`config.mk`:
```
export PLATFORM = sky130hd
export DESIGN_NAME = mem_port_arbiter
export DESIGN_NICKNAME = d
export VERILOG_FILES = /design/src/rtl/mem_port_arbiter_pkg.sv /design/src/rtl/mem_arb_prio.sv /design/src/rtl/mem_port_arbiter.sv
export SDC_FILE = /design/constraint.sdc
export NUM_CORES = 1
export LEC_CHECK = 0
export CORE_AREA = 5 5 203 205
export DETAILED_ROUTE_END_ITERATION = 12
export DIE_AREA = 0 0 208 210
export PLACE_DENSITY = 0.58
export SETUP_SLACK_MARGIN = 0.3
export SKIP_CTS_REPAIR_TIMING = 1
export SLEW_MARGIN = 20
export SYNTH_ARGS = -nofsm -noshare
export SYNTH_HDL_FRONTEND = slang
export SYNTH_SLANG_ARGS = --single-unit
```
`constraint.sdc`:
```
create_clock -name i_clk -period 2.2 [get_ports i_clk]
set_input_delay 0.33 -clock i_clk [delete_from_list [all_inputs] [get_ports i_clk]]
set_output_delay 0.33 -clock i_clk [all_outputs]
set_load 0.01 [all_outputs]
```
`src/rtl/mem_port_arbiter_pkg.sv`:
```
// mem_port_arbiter_pkg
// Shared codes and enums for the fetch / load-store memory port arbiter.
//   - rd_ctrl codes (3 bit) and wr_ctrl codes (2 bit) of the memory port
//   - FSM state enum and access owner enum
//   - helper that decides whether a rd_ctrl code names a real load
package mem_port_arbiter_pkg;

   localparam logic [2:0] RD_NONE = 3'b000;
   localparam logic [2:0] RD_LB   = 3'b001;
   localparam logic [2:0] RD_LBU  = 3'b010;
   localparam logic [2:0] RD_LH   = 3'b011;
   localparam logic [2:0] RD_LHU  = 3'b100;
   localparam logic [2:0] RD_LW   = 3'b101;

   localparam logic [1:0] WR_NONE = 2'b00;
   localparam logic [1:0] WR_SB   = 2'b01;
   localparam logic [1:0] WR_SH   = 2'b10;
   localparam logic [1:0] WR_SW   = 2'b11;

   localparam int unsigned LAT_W = 4;

   typedef enum logic {
      ST_IDLE   = 1'b0,
      ST_ACCESS = 1'b1
   } state_e;

   typedef enum logic {
      OWN_IF = 1'b0,
      OWN_DM = 1'b1
   } owner_e;

   // Codes 110/111 are not loads; such a request is acknowledged as a no-op.
   function automatic logic is_load(input logic [2:0] rd);
      return (rd >= RD_LB) && (rd <= RD_LW);
   endfunction

endpackage

```
`src/rtl/mem_arb_prio.sv`:
```
// mem_arb_prio
// Fixed-priority arbiter (data first) with a starvation counter that forces
// the fetch requester to win after STARVE_MAX consecutive data grants made
// while fetch was waiting.
// Ports:
//   i_clk, i_rst          clock, synchronous active-high reset
//   i_if_valid            fetch request valid
//   i_dm_valid            load/store request valid
//   i_grant_en            arbitration allowed this cycle (port idle)
//   o_gnt_if, o_gnt_dm    one-hot grant (only to a valid requester)
//   o_starved             starvation counter has reached STARVE_MAX
module mem_arb_prio #(
   parameter int unsigned STARVE_MAX = 4
) (
   input  logic i_clk,
   input  logic i_rst,
   input  logic i_if_valid,
   input  logic i_dm_valid,
   input  logic i_grant_en,
   output logic o_gnt_if,
   output logic o_gnt_dm,
   output logic o_starved
);

   logic [3:0] r_starve_cnt;

   assign o_starved = (r_starve_cnt == 4'(STARVE_MAX));

   always_comb begin
      o_gnt_if = 1'b0;
      o_gnt_dm = 1'b0;
      if (i_grant_en) begin
         if (i_if_valid && (!i_dm_valid || o_starved)) begin
            o_gnt_if = 1'b1;
         end else if (i_dm_valid) begin
            o_gnt_dm = 1'b1;
         end
      end
   end

   always_ff @(posedge i_clk) begin
      if (i_rst) begin
         r_starve_cnt <= '0;
      end else if (o_gnt_if) begin
         r_starve_cnt <= '0;
      end else if (o_gnt_dm && i_if_valid && !o_starved) begin
         r_starve_cnt <= r_starve_cnt + 4'd1;
      end
   end

endmodule

```
`src/rtl/mem_port_arbiter.sv`:
```
// mem_port_arbiter
// Shares one byte-addressed memory port between instruction fetch and the
// load/store unit. One access at a time is held on the port for MEM_LAT
// cycles, then the result is returned as a one-cycle response pulse.
// Ports:
//   i_clk, i_rst                     clock, synchronous active-high reset
//   i_if_req_*/o_if_req_ready        fetch request handshake (address only)
//   o_if_rsp_valid/o_if_rsp_data     fetch response pulse and held data
//   i_dm_req_*/o_dm_req_ready        load/store request handshake
//   o_dm_rsp_valid/o_dm_rsp_data     load/store response (data 0 for stores)
//   o_mem_addr/rd_ctrl/wr_ctrl/din   memory port controls
//   i_mem_dout                       memory read data (combinational)
module mem_port_arbiter
   import mem_port_arbiter_pkg::*;
#(
   parameter int unsigned MEM_LAT    = 1,
   parameter int unsigned STARVE_MAX = 4
) (
   input  logic        i_clk,
   input  logic        i_rst,
   input  logic        i_if_req_valid,
   output logic        o_if_req_ready,
   input  logic [63:0] i_if_req_addr,
   output logic        o_if_rsp_valid,
   output logic [63:0] o_if_rsp_data,
   input  logic        i_dm_req_valid,
   output logic        o_dm_req_ready,
   input  logic [63:0] i_dm_req_addr,
   input  logic [2:0]  i_dm_req_rd_ctrl,
   input  logic [1:0]  i_dm_req_wr_ctrl,
   input  logic [63:0] i_dm_req_wdata,
   output logic        o_dm_rsp_valid,
   output logic [63:0] o_dm_rsp_data,
   output logic [63:0] o_mem_addr,
   output logic [2:0]  o_mem_rd_ctrl,
   output logic [1:0]  o_mem_wr_ctrl,
   output logic [63:0] o_mem_din,
   input  logic [63:0] i_mem_dout
);

   state_e           r_state;
   state_e           w_state_d;
   owner_e           r_owner;
   logic [LAT_W-1:0] r_lat_cnt;
   logic             r_first;
   logic [63:0]      r_addr;
   logic [2:0]       r_rd_ctrl;
   logic [1:0]       r_wr_ctrl;
   logic [63:0]      r_wdata;
   logic             r_if_rsp_valid;
   logic             r_dm_rsp_valid;
   logic [63:0]      r_if_rsp_data;
   logic [63:0]      r_dm_rsp_data;

   logic             w_grant_en;
   logic             w_gnt_if;
   logic             w_gnt_dm;
   logic             w_starved;
   logic             w_done;
   logic [63:0]      w_rsp_sample;

   // Readies are held low during reset so nothing is accepted that cycle.
   assign w_grant_en = (r_state == ST_IDLE) && !i_rst;
   assign w_done     = (r_state == ST_ACCESS) && (r_lat_cnt == '0);

   mem_arb_prio #(
      .STARVE_MAX (STARVE_MAX)
   ) u_prio (
      .i_clk      (i_clk),
      .i_rst      (i_rst),
      .i_if_valid (i_if_req_valid),
      .i_dm_valid (i_dm_req_valid),
      .i_grant_en (w_grant_en),
      .o_gnt_if   (w_gnt_if),
      .o_gnt_dm   (w_gnt_dm),
      .o_starved  (w_starved)
   );

   // Starvation state only steers the grant inside mem_arb_prio.
   logic w_unused;
   assign w_unused = w_starved;

   always_ff @(posedge i_clk) begin
      if (i_rst) begin
         r_state <= ST_IDLE;
      end else begin
         r_state <= w_state_d;
      end
   end

   always_comb begin
      w_state_d = r_state;
      unique case (r_state)
         ST_IDLE:   if (w_gnt_if || w_gnt_dm) w_state_d = ST_ACCESS;
         ST_ACCESS: if (r_lat_cnt == '0)      w_state_d = ST_IDLE;
         default:   w_state_d = ST_IDLE;
      endcase
   end

   // Stores and no-op loads answer with 0 rather than whatever the port returns.
   always_comb begin
      w_rsp_sample = i_mem_dout;
      if ((r_wr_ctrl != WR_NONE) || (r_rd_ctrl == RD_NONE)) begin
         w_rsp_sample = '0;
      end
   end

   always_ff @(posedge i_clk) begin
      if (i_rst) begin
         r_owner        <= OWN_IF;
         r_lat_cnt      <= '0;
         r_first        <= 1'b0;
         r_addr         <= '0;
         r_rd_ctrl      <= RD_NONE;
         r_wr_ctrl      <= WR_NONE;
         r_wdata        <= '0;
         r_if_rsp_valid <= 1'b0;
         r_dm_rsp_valid <= 1'b0;
         r_if_rsp_data  <= '0;
         r_dm_rsp_data  <= '0;
      end else begin
         r_if_rsp_valid <= 1'b0;
         r_dm_rsp_valid <= 1'b0;
         if (w_gnt_if) begin
            r_owner   <= OWN_IF;
            r_addr    <= i_if_req_addr;
            r_rd_ctrl <= RD_LW;
            r_wr_ctrl <= WR_NONE;
            r_lat_cnt <= LAT_W'(MEM_LAT - 1);
            r_first   <= 1'b1;
         end else if (w_gnt_dm) begin
            r_owner   <= OWN_DM;
            r_addr    <= i_dm_req_addr;
            r_rd_ctrl <= is_load(i_dm_req_rd_ctrl) ? i_dm_req_rd_ctrl : RD_NONE;
            r_wr_ctrl <= i_dm_req_wr_ctrl;
            r_wdata   <= i_dm_req_wdata;
            r_lat_cnt <= LAT_W'(MEM_LAT - 1);
            r_first   <= 1'b1;
         end else if (r_state == ST_ACCESS) begin
            r_first   <= 1'b0;
            r_lat_cnt <= r_lat_cnt - 1'b1;
         end
         if (w_done) begin
            if (r_owner == OWN_IF) begin
               r_if_rsp_valid <= 1'b1;
               r_if_rsp_data  <= w_rsp_sample;
            end else begin
               r_dm_rsp_valid <= 1'b1;
               r_dm_rsp_data  <= w_rsp_sample;
            end
         end
      end
   end

   always_comb begin
      o_mem_rd_ctrl = RD_NONE;
      o_mem_wr_ctrl = WR_NONE;
      if ((r_state == ST_ACCESS) && !i_rst) begin
         // A store owns the port; its read control is suppressed.
         if (r_wr_ctrl == WR_NONE) o_mem_rd_ctrl = r_rd_ctrl;
         // Write only on the first access cycle so each store writes once.
         if (r_first) o_mem_wr_ctrl = r_wr_ctrl;
      end
   end

   assign o_mem_addr     = r_addr;
   assign o_mem_din      = r_wdata;
   assign o_if_req_ready = w_gnt_if;
   assign o_dm_req_ready = w_gnt_dm;
   assign o_if_rsp_valid = r_if_rsp_valid;
   assign o_dm_rsp_valid = r_dm_rsp_valid;
   assign o_if_rsp_data  = r_if_rsp_data;
   assign o_dm_rsp_data  = r_dm_rsp_data;

endmodule
```
======== Word-level counts from Yosys, hierarchy flattened ========
Cells that the tools add are included.
word-level totals
  flip-flop bits (word level) ............. 274
  latch bits .............................. 0
  bits in writable memories ............... 0
  bits in read-only memories .............. 0
  input port bits ......................... 265
  output and inout port bits .............. 265
  word-level logic and storage cells ...... 71
  memories kept ........................... 0
cells by class
  $add $sub $neg .......................... 2
  $mul .................................... 0
  div/mod/pow operators ................... 0
  order comparisons ....................... 2
  equal/unequal tests ..................... 1
  shift operators ......................... 0
  multiplexer cells ....................... 23
  bitwise gates (word level) .............. 4
  reductions and logical operators ........ 25
operators by type and width
  kind                 count
  $mux 64              3
  $mux 3               5
  $mux 1               12
  $logic_and 1x1->1    7
  $reduce_and 2->1     3
  $add 4x1->4 const B  1
  $eq 4x3->1 const B   1
  $logic_not 4->1      1
  $mux 2               2
  $not 1->1            4
  $reduce_bool 2->1    2
  $reduce_or 2->1      2
  $sub 4x1->4 const B  1
  $ge 3x1->1 const B   1
  $le 3x3->1 const B   1
  $logic_not 1->1      3
  $logic_not 3->1      1
  $logic_or 1x1->1     3
  $reduce_bool 3->1    1
  $reduce_or 3->1      1
  $logic_not 2->1      1
  $pmux 1 s2           1

======== Logic depth before layout (Yosys ltp) ========
Gate-level depths: netlist of run 1.
  depth in word-level cells ............... 8
  depth in mapped cells ................... 7
  gate-level depth less buffers ........... 5

======== By module ========
From an unflattened synthesis of run 1, not the netlist that was laid out.
unflattened totals
  cells, all modules ...................... 1154
  area total of the unflattened synthesis .. 11579.9 um2
by module, submodules not included
  module            times used  cells an instance  area an instance (um2)
  mem_port_arbiter  1           1123               11330.9
  mem_arb_prio      1           31                 249.0

======== Worst setup path after synthesis of run 1 ========
No wires, ideal clock.
  kind .................................... register to register
  from .................................... register u_prio.r_starve_cnt[0]
  to ...................................... register r_addr[52] (netlist: o_mem_addr[52])
  library setup time ...................... 74 ps
  arrival ................................. 1602 ps
  required time ........................... 2126 ps
  slack ................................... 524 ps
  stages on the path, launching flop included .. 8
  path buffers ............................ 2
  cells stage by stage .................... dfxtp_1 > inv_1 > ha_1 > nand4b_1 > clkbuf_1 > clkbuf_1 > nand3_1 > a31oi_1
between the ends
  word-level cells in the longest chain between the ends .. 6
  elaborated cells on any way between the ends .. 9
  those cells by class .................... eq/ne: 1; mux: 5; reduce/logical: 3
RTL lines
  element                                              line                     text
  from (decl)                                          mem_arb_prio.sv:25       logic [3:0] r_starve_cnt;
  from (signal assigned)                               mem_arb_prio.sv:47       r_starve_cnt <= r_starve_cnt + 4'd1;
  $eq 4x3->1 (*)                                       mem_arb_prio.sv:27       assign o_starved = (r_starve_cnt == 4'(STARVE_MAX));
  $logic_or 1x1->1 (*)                                 mem_arb_prio.sv:33       if (i_if_valid && (!i_dm_valid || o_starved)) begin
  $logic_and 1x1->1 (*)                                mem_arb_prio.sv:33
  $mux 1                                               mem_arb_prio.sv:33
  $mux 1                                               mem_arb_prio.sv:32       if (i_grant_en) begin
  $mux 64 / $reduce_bool 2->1 (equally long branches)  --
  to (signal assigned)                                 mem_port_arbiter.sv:126  r_addr <= i_if_req_addr;
  to (signal assigned)                                 mem_port_arbiter.sv:133  r_addr <= i_dm_req_addr;
  to (decl)                                            mem_port_arbiter.sv:46   logic [63:0] r_addr;
Mark *: on every way between the ends. The rest lies on a longest branch, timed or not.
A chain may end at the register's enable or synchronous reset.

======== Worst setup path in the final report of run 1 ========
  from .................................... register u_prio.r_starve_cnt[0]
  to ...................................... output port o_dm_req_ready
between the ends
  word-level cells in the longest chain between the ends .. 5
RTL lines
  element            line                    text
  $eq 4x3->1         mem_arb_prio.sv:27
  $logic_or 1x1->1   mem_arb_prio.sv:33
  $logic_and 1x1->1  mem_arb_prio.sv:33
  $mux 1             mem_arb_prio.sv:33
  $mux 1             mem_arb_prio.sv:32
  to (decl)          mem_port_arbiter.sv:27  output logic o_dm_req_ready,
Every way passes these cells.

==> results of run 1 <==
[cell usage in the layout, fill, tap and decap left out, types with 3 or more instances in the layout]
cell type	n
a211oi_1	4
a21oi_1	68
a221o_1	50
a31oi_1	15
and3_1	52
buf_12	9
buf_4	30
buf_6	9
bufinv_16	5
clkbuf_1	7
clkbuf_16	41
clkbuf_8	9
clkdlybuf4s50_1	521
clkinv_2	4
dfxtp_1	271
ha_1	3
inv_1	7
mux2i_1	128
nand2_1	6
nand2b_1	129
nand3_1	145
nand4_1	4
nor2_1	6
o211ai_1	14
o21ai_0	8
o21ai_1	74
[cell type report]
class / instances / area [sq um] / share of cell area
Timing Repair Buffer: 581 / 5960 / 0.322
Sequential cell: 274 / 5490 / 0.297
Multi-Input combinational cell: 745 / 5160 / 0.279
Clock buffer: 50 / 1010 / 0.0547
Tap cell: 525 / 657 / 0.0355
Clock inverter: 11 / 186 / 0.0101
Inverter: 9 / 33.8 / 0.00183
Antenna cell: 1 / 2.50 / 0.000135
[routing by layer]
layer  vias to the layer above  track usage  share of wire
met4                         4       0.0541          0.020
met2                       408        0.327           0.49
met3                        53       0.0716          0.086
met1                      5031        0.229           0.41
li1                       5124            -              -
met5                         -            0        0.00059
[flip-flops by register name, indices dropped and copies added, names as in the netlist, 2 cells and up]
name / count
o_mem_addr: 64
r_wr_ctrl: 2
r_rd_ctrl: 3
u_prio.r_starve_cnt: 4
r_lat_cnt: 4
o_mem_din: 64
o_dm_rsp_data: 64
o_if_rsp_data: 64
[logic make-up after synthesis]
family,synth area share
AO/OA/AOI/OAI,0.140
XOR/XNOR,0.00237
adder cells (fa/ha/maj),0.00452
buffers and inverters,0.0478
flip-flops,0.495
multiplexers,0.116
AND/OR/NAND/NOR,0.195
[power breakdown]
group | switching [mW] | internal, mW
Sequential | 0.154 | 5.22
Clock | 2.23 | 3.78
Combinational | 1.06 | 1.37
[worst paths after layout]
kind | startpoint | end
setup / recovery | u_prio.r_starve_cnt[0] | o_dm_req_ready
hold reg to reg | r_first | r_first
setup reg to reg | r_lat_cnt[0] | o_if_rsp_data[32]
hold / removal | i_rst | u_prio.r_starve_cnt[3]
[worst max-delay path: stages (launching register included)]
cell and delay, ns:
dfxtp_2 0.36, inv_2 0.06, ha_4 0.16, and4b_2 0.25, nor2_4 0.12, buf_6 0.13, buf_6 0.10
==> results_dict.tcl, run 1 <==
set metrics [dict create \
    final.min_clock_period_ns 2.03 \
    startpoint_type "flop" \
    relSlewSlack 0.390 \
    drive_gt1_frac 0.0826 \
    antenna_found_initial 3 \
    clock-sinks 274 \
    clock-root-buffer "clkbuf_16" \
    utilization 0.471 \
    die-area_sq_mm 0.0437 \
    cts_tree "yes" \
    reg2reg_slack_ns 0.38 \
    design_area_sq_mm 0.0185 \
    min_path_cells 2 \
    ys_types 45 \
    ys_warn_count 0 \
    total_power_mw 13.8 \
    start_util 0.282 \
    antenna_left 0 \
    cap_violations 0 \
    cts_max_level 2 \
    setup_slack_ns 0.169 \
    netlist_top_cells_area "dfxtp_1 (50%), mux2i_1 (12%), nand2b_1 (7.3%)" \
    ys_seq_elements 274 \
    finalHoldViolCount 0 \
    path_clk_slew_ns 0.06 \
    overflow 0 \
    peakVddDrop_uv 531 \
    endpoint_kind "output pin" \
    cp.arrival_ns 1.70 \
    grt_max_degree 83 \
    reg2regPathDepth 8 \
    min_path_type "in -> reg" \
    status "finished, final reports clean" \
    clk_latency_ns 0.53 \
    grt_pass1_vias 10800 \
    viasPerCell 4.84 \
    syn-cell-area_sq_mm 0.0111 \
    die_y_um 210 \
    syn-num-nets 1411 \
    drc_errors 0 \
    whs_ns 0.0247 \
    path_max_fanout 4 \
    synth_top_area_frac 0.495 \
    routabilityCongestion 0.814 \
    n_fill_cell 3709 \
    num_rows 73 \
    report.final.setup_viol 0 \
    synth_top_flop_cell "dfxtp_1" \
    yosysTopAreaCell "dfxtp_1" \
    clock_path_buffers 3 \
    post-route-period-util 0.923 \
    drtIter0Drc 598 \
    wire_per_inst_um 20.9 \
    synth_edf_count 0 \
    wirelength_mm 45.8 \
    async_reset_ff_frac 0 \
    io_pins 530 \
    port_buffers 529 \
    fmax_mhz 492 \
    ys_seq_area_frac 0.495 \
    place_ws_ns -0.443 \
    p_leak_nw 7.07 \
    drtPass1Iterations 4 \
    grt_pass1_wl_mm 66.9 \
    rsz0062_at_grt "true" \
    core_area_sq_mm 0.0393 \
    maxSlewViolCount 0 \
    grt_usage 0.192 \
    required_ns 1.87 \
    numCtsBuffers 34 \
    die_w_um 208 \
    dp_hpwl_mm 31.0 \
    avgSynthCellArea_sq_um 9.70 \
    critPathKind "reg -> out" \
    dp_cells 2123 \
    synth_commonest_cells "dfxtp_1 (274), nand3_1 (145), nand2b_1 (130), mux2i_1 (128), o21ai_1 (74)" \
    tightest_slew_ns 0.915 \
    num_vias 10600 \
    fin_setup_tns_ns 0 \
    layout.cells.non_filler 2196 \
    placed_area_sq_mm 0.0170 \
    fin_nets 1914 \
    synthCells 1142 \
    post-synth-top-count-cell "dfxtp_1" \
    power_density_mw_per_mm2 746 \
    area_delta_synth_final_pct 67.0 \
    fin_skew_ns 0.0149 \
]
Note: power is estimated with default switching activity, not from simulation.
==> inputs of run 2 (changes only) <==
GPL_TIMING_DRIVEN = 0   (was unset)
MAX_ROUTING_LAYER = met4   (was unset)
==> run 2 against run 1 <==
Final cell count increased by 4.0%. Die area did not move. Sequential cell count unchanged. Count of clock-buffer cells in the layout shrank 2. Critical endpoint is now o_if_req_ready.
==> results_dict.tcl, run 2 (synthesis gave the netlist of run 1 again) <==
set metrics [dict create \
    status "finished, final reports clean" \
    critPathKind "reg -> out" \
    num_vias 11000 \
    drtPass1Iterations 5 \
    startpoint_type "flop" \
    intPower_mw 10.1 \
    drive_gt1_frac 0.0924 \
    num_rows 73 \
    dp_cells 2196 \
    max_stage_delay_ns 0.40 \
    power_density_mw_per_mm2 728 \
    relSlewSlack 0.615 \
    crit_path_end "o_if_req_ready" \
    slowest_stage "or3b_4" \
    final_common_cell "clkdlybuf4s50_1" \
    peakVddDrop_uv 446 \
    clock_path_buffers 3 \
    drc_errors 0 \
    io_pins 530 \
    viasPerCell 4.81 \
    dp_hpwl_mm 36.4 \
    layout.cells.non_filler 2284 \
    reg2reg_from "u_prio.r_starve_cnt[1]" \
    post-route-period-util 0.938 \
    core_area_sq_mm 0.0393 \
    report.final.setup_viol 0 \
    antenna_left 0 \
    clock-sinks 274 \
    wirelength_mm 47.9 \
    crit_chain "or3b_4, a21oi_4, buf_12, buf_4" \
    path_clk_slew_ns 0.06 \
    min_path_type "in -> reg" \
    comb_power_share 0.174 \
    cts_max_level 2 \
    rsz0062_at_grt "true" \
    fin_nets 1999 \
    utilization 0.473 \
    switchingPower_mw 3.44 \
    cp.arrival_ns 1.73 \
    numCtsBuffers 34 \
    start_util 0.282 \
    die-area_sq_mm 0.0437 \
    die_y_um 210 \
    path_max_fanout 6 \
    die_w_um 208 \
    final_cell_mix "clkdlybuf4s50_1 (517), dfxtp_1 (271), nand3_1 (145)" \
    grt_max_degree 13 \
    grt_pass1_wl_mm 70.3 \
    cap_violations 0 \
    endpoint_kind "output pin" \
    fmax_mhz 484 \
    routabilityCongestion 0.846 \
    wire_per_inst_um 21.0 \
    sw_frac_of_total 0.254 \
    drtIter0Drc 513 \
    tightest_slew_ns 0.578 \
    p_clk_frac 0.428 \
    maxSlewViolCount 0 \
    area_delta_synth_final_pct 67.7 \
    antenna_found_initial 6 \
    overflow 0 \
    setup_slack_ns 0.136 \
    crit_start "r_state" \
    place_ws_ns -0.928 \
    port_buffers 529 \
    n_fill_cell 3742 \
    p_leak_nw 7.22 \
    reg2reg_slack_ns 0.36 \
    fin_skew_ns 0.0244 \
    reg2regPathDepth 8 \
    r2r_end "r_wr_ctrl[1]" \
    required_ns 1.87 \
    cts_tree "yes" \
    clk_latency_ns 0.54 \
    clock-root-buffer "clkbuf_16" \
    grt_usage 0.212 \
    finalHoldViolCount 0 \
    grt_pass1_vias 11300 \
    seqPwrFrac 0.398 \
    final.min_clock_period_ns 2.06 \
]
## run 2: changes by cell type in the layout (fill, tap and decap cells not counted), sizes merged
cell	previous run	this run
clkinvlp	1	0
clkbuf	59	114
dlymetal6s2s	0	5
bufinv	5	4
diode	1	6
buf	51	78
clkdlybuf4s50	521	517
clkinv	4	6
## run 2: worst min path at each step
stage                             from                 to  slack, ns  cells after the start
CTS                 i_dm_req_wdata[55]      o_mem_din[55]       0.32                      3
finish              i_dm_req_wdata[55]      o_mem_din[55]       0.35                      3
detailed placement    o_if_rsp_data[8]   o_if_rsp_data[8]       0.46                      2
global route        i_dm_req_wdata[27]      o_mem_din[27]       0.34                      3
floorplan                      r_first            r_first       0.43                      2
global placement     o_if_rsp_data[62]  o_if_rsp_data[62]       0.46                      2
## run 2: worst max-delay path: cells and delay by family, from the launching register on
| kind | cells | cell delay, ns |
|---|---|---|
| buffers and inverters | 2 | 0.26 |
| DFF | 1 | 0.37 |
| AOI/OAI and AO/OA | 1 | 0.18 |
| and+or+nand+nor | 1 | 0.40 |
## run 2: per-stage QoR
stage | instance area, sq um | setup TNS [ns] | total power, mW | hold slack [ns]
finish | 18600 | 0 | 13.5 | 0.352
floorplan | 11100 | 0 | 6.42 | 0.430
CTS | 18200 | -37.62 | 13.6 | 0.318
global route | 18600 | 0 | 14.1 | 0.339
global placement | 17000 | -99.19 | 7.74 | 0.459
detailed placement | 17000 | -109.82 | 7.75 | 0.463
## run 2: layer usage
layer | track usage | up-vias | wire length (um)
met2 | 0.349 | 433 | 22800
li1 | - | 5306 | -
met3 | 0.0814 | 72 | 4230
met4 | 0.0657 | 0 | 1310
met5 | - | - | 0
met1 | 0.241 | 5179 | 19500
## run 2: final cells by class
| class | count | area (sq um) | area share |
|---|---|---|---|
| flip-flops and latches | 274 | 5490 | 0.296 |
| repair buffers | 552 | 5460 | 0.294 |
| multi-input cells | 745 | 5150 | 0.277 |
| clock buffers | 48 | 975 | 0.0525 |
| well taps | 525 | 657 | 0.0353 |
| plain buffers | 114 | 647 | 0.0348 |
| clock inverters | 11 | 159 | 0.00855 |
| inverters | 9 | 33.8 | 0.00182 |
| diodes | 6 | 15.0 | 0.000808 |
## run 2: power by group through the flow
stage / logic [mW] / clock network [mW] / registers (mW)
finish: 2.36 / 5.78 / 5.38
CTS: 2.29 / 5.95 / 5.38
global route: 2.52 / 6.14 / 5.41
detailed placement: 2.28 / 0 / 5.48
global placement: 2.27 / 0 / 5.47
floorplan: 0.862 / 0 / 5.56
==> inputs of run 3 (changes only) <==
CORE_AREA = 5 5 202 204   (was 5 5 203 205)
DIE_AREA = 0 0 207 209   (was 0 0 208 210)
MAX_ROUTING_LAYER = unset   (was met4)
PLACE_DENSITY = 0.59   (was 0.58)
clock period = 2.5 ns   (was 2.2 ns; I/O delays follow)
==> run 3 against run 2 <==
Register-to-register slack better by 0.12 ns. Total power is 14% lower. Final cell count is 0.96% lower. Sequential share of layout area is 0.42 points higher. Non-clock buffer count is 12 lower. Critical path depth stayed put. Critical path type unchanged. Largest cell class unchanged. Largest power group unchanged.
==> results_dict.tcl, run 3 (synthesis gave the netlist of run 1 again) <==
set metrics [dict create \
    utilization 0.469 \
    num_rows 73 \
    grt_max_degree 17 \
    fmax_mhz 454 \
    peakVddDrop_uv 556 \
    drc_errors 0 \
    grt_use_met2 0.354 \
    clock_path_buffers 3 \
    reg2reg_slack_ns 0.48 \
    dp_cells 2196 \
    dp_hpwl_mm 36.6 \
    core_area_sq_mm 0.0391 \
    grt_usage 0.206 \
    rsz0062_at_grt "true" \
    overflow 0 \
    power_density_mw_per_mm2 634 \
    antenna_left 0 \
    min_path_type "in -> reg" \
    final_common_cell "clkdlybuf4s50_1" \
    clock-sinks 274 \
    port_buffers 529 \
    crit_path_end "o_if_req_ready" \
    tightest_slew_ns 0.774 \
    relSlewSlack 0.484 \
    endpoint_kind "output pin" \
    wire_per_inst_um 21.1 \
    fin_nets 1984 \
    viasPerCell 4.88 \
    total_power_mw 11.6 \
    grt_util_met3 0.0722 \
    p_leak_nw 7.04 \
    r2r_end "o_if_rsp_data[33]" \
    cp.arrival_ns 1.83 \
    clock-root-buffer "clkbuf_16" \
    cts_max_level 1 \
    required_ns 2.12 \
    startpoint_type "flop" \
    cap_violations 0 \
    die_w_um 207 \
    clk_latency_ns 0.58 \
    drive_gt1_frac 0.0772 \
    grt_pass1_vias 11300 \
    wirelength_mm 47.7 \
    reg2reg_from "r_lat_cnt[0]" \
    drtPass1Iterations 5 \
    path_clk_slew_ns 0.06 \
    routabilityCongestion 0.860 \
    fin_skew_ns 0.0116 \
    maxSlewViolCount 0 \
    cts_tree "yes" \
    die-area_sq_mm 0.0433 \
    start_util 0.283 \
    fin_setup_tns_ns 0 \
    crit_start "r_state" \
    die_y_um 209 \
    final_cell_mix "clkdlybuf4s50_1 (521), dfxtp_1 (271), nand3_1 (145)" \
    path_max_fanout 6 \
    area_delta_synth_final_pct 65.3 \
    layout.cells.non_filler 2262 \
    top_usage_layer "met2" \
    grt_pass1_wl_mm 71.1 \
    final.min_clock_period_ns 2.20 \
    num_vias 11000 \
    drtIter0Drc 499 \
    gr-usage-met1 0.242 \
    finalHoldViolCount 0 \
    io_pins 530 \
    n_fill_cell 3794 \
    reg2regPathDepth 7 \
    critPathKind "reg -> out" \
    post-route-period-util 0.881 \
    antenna_found_initial 6 \
    numCtsBuffers 31 \
    report.final.setup_viol 0 \
    status "finished, final reports clean" \
]
## run 3: final cells by class
class | count | area (sq um) | area share
clock inverters | 8 | 155 | 0.00847
inverters | 9 | 33.8 | 0.00184
plain buffers | 114 | 563 | 0.0307
flip-flops and latches | 274 | 5490 | 0.300
diodes | 1 | 2.50 | 0.000137
well taps | 525 | 657 | 0.0359
repair buffers | 540 | 5370 | 0.293
multi-input cells | 745 | 5110 | 0.279
clock buffers | 46 | 932 | 0.0509
## run 3: worst min path at each step
stage / from / endpoint / slack (ns) / cells past startpoint
2_1_floorplan: r_first / r_first / 0.43 / 2
3_3_place_gp: r_first / r_first / 0.45 / 2
3_5_place_dp: r_first / r_first / 0.45 / 2
4_1_cts: i_dm_req_wdata[30] / o_mem_din[30] / 0.33 / 3
5_1_grt: i_dm_req_wdata[13] / o_mem_din[13] / 0.35 / 3
6_report: i_dm_req_wdata[13] / o_mem_din[13] / 0.36 / 3
## run 3: stage by stage
stage | hold slack (ns) | area, sq um | setup WS, ns
after global routing | 0.346 | 18300 | 0.214
after detailed placement | 0.454 | 17000 | -0.621
after global placement | 0.447 | 17000 | -0.620
final | 0.360 | 18300 | 0.299
after floorplan | 0.430 | 11100 | 0.750
after CTS | 0.325 | 18100 | -0.790
## run 3: worst max-delay path: stages, from the launching register on
cell and delay (ns):
dfxtp_2 0.36, or3b_1 0.47, a21oi_4 0.18, buf_8 0.14
buf_6 0.10
## run 3: power breakdown
| part | internal (mW) | switching, mW | leakage (nW) |
|---|---|---|---|
| registers | 4.59 | 0.140 | 2.23 |
| clock network | 2.97 | 1.90 | 0.538 |
| logic | 1.11 | 0.908 | 4.27 |
## run 3: per-layer routing
layer,vias to the layer above,routed length (um)
met5,-,49
met4,8,1530
met3,76,4170
met2,459,22700
met1,5223,19300
li1,5276,-
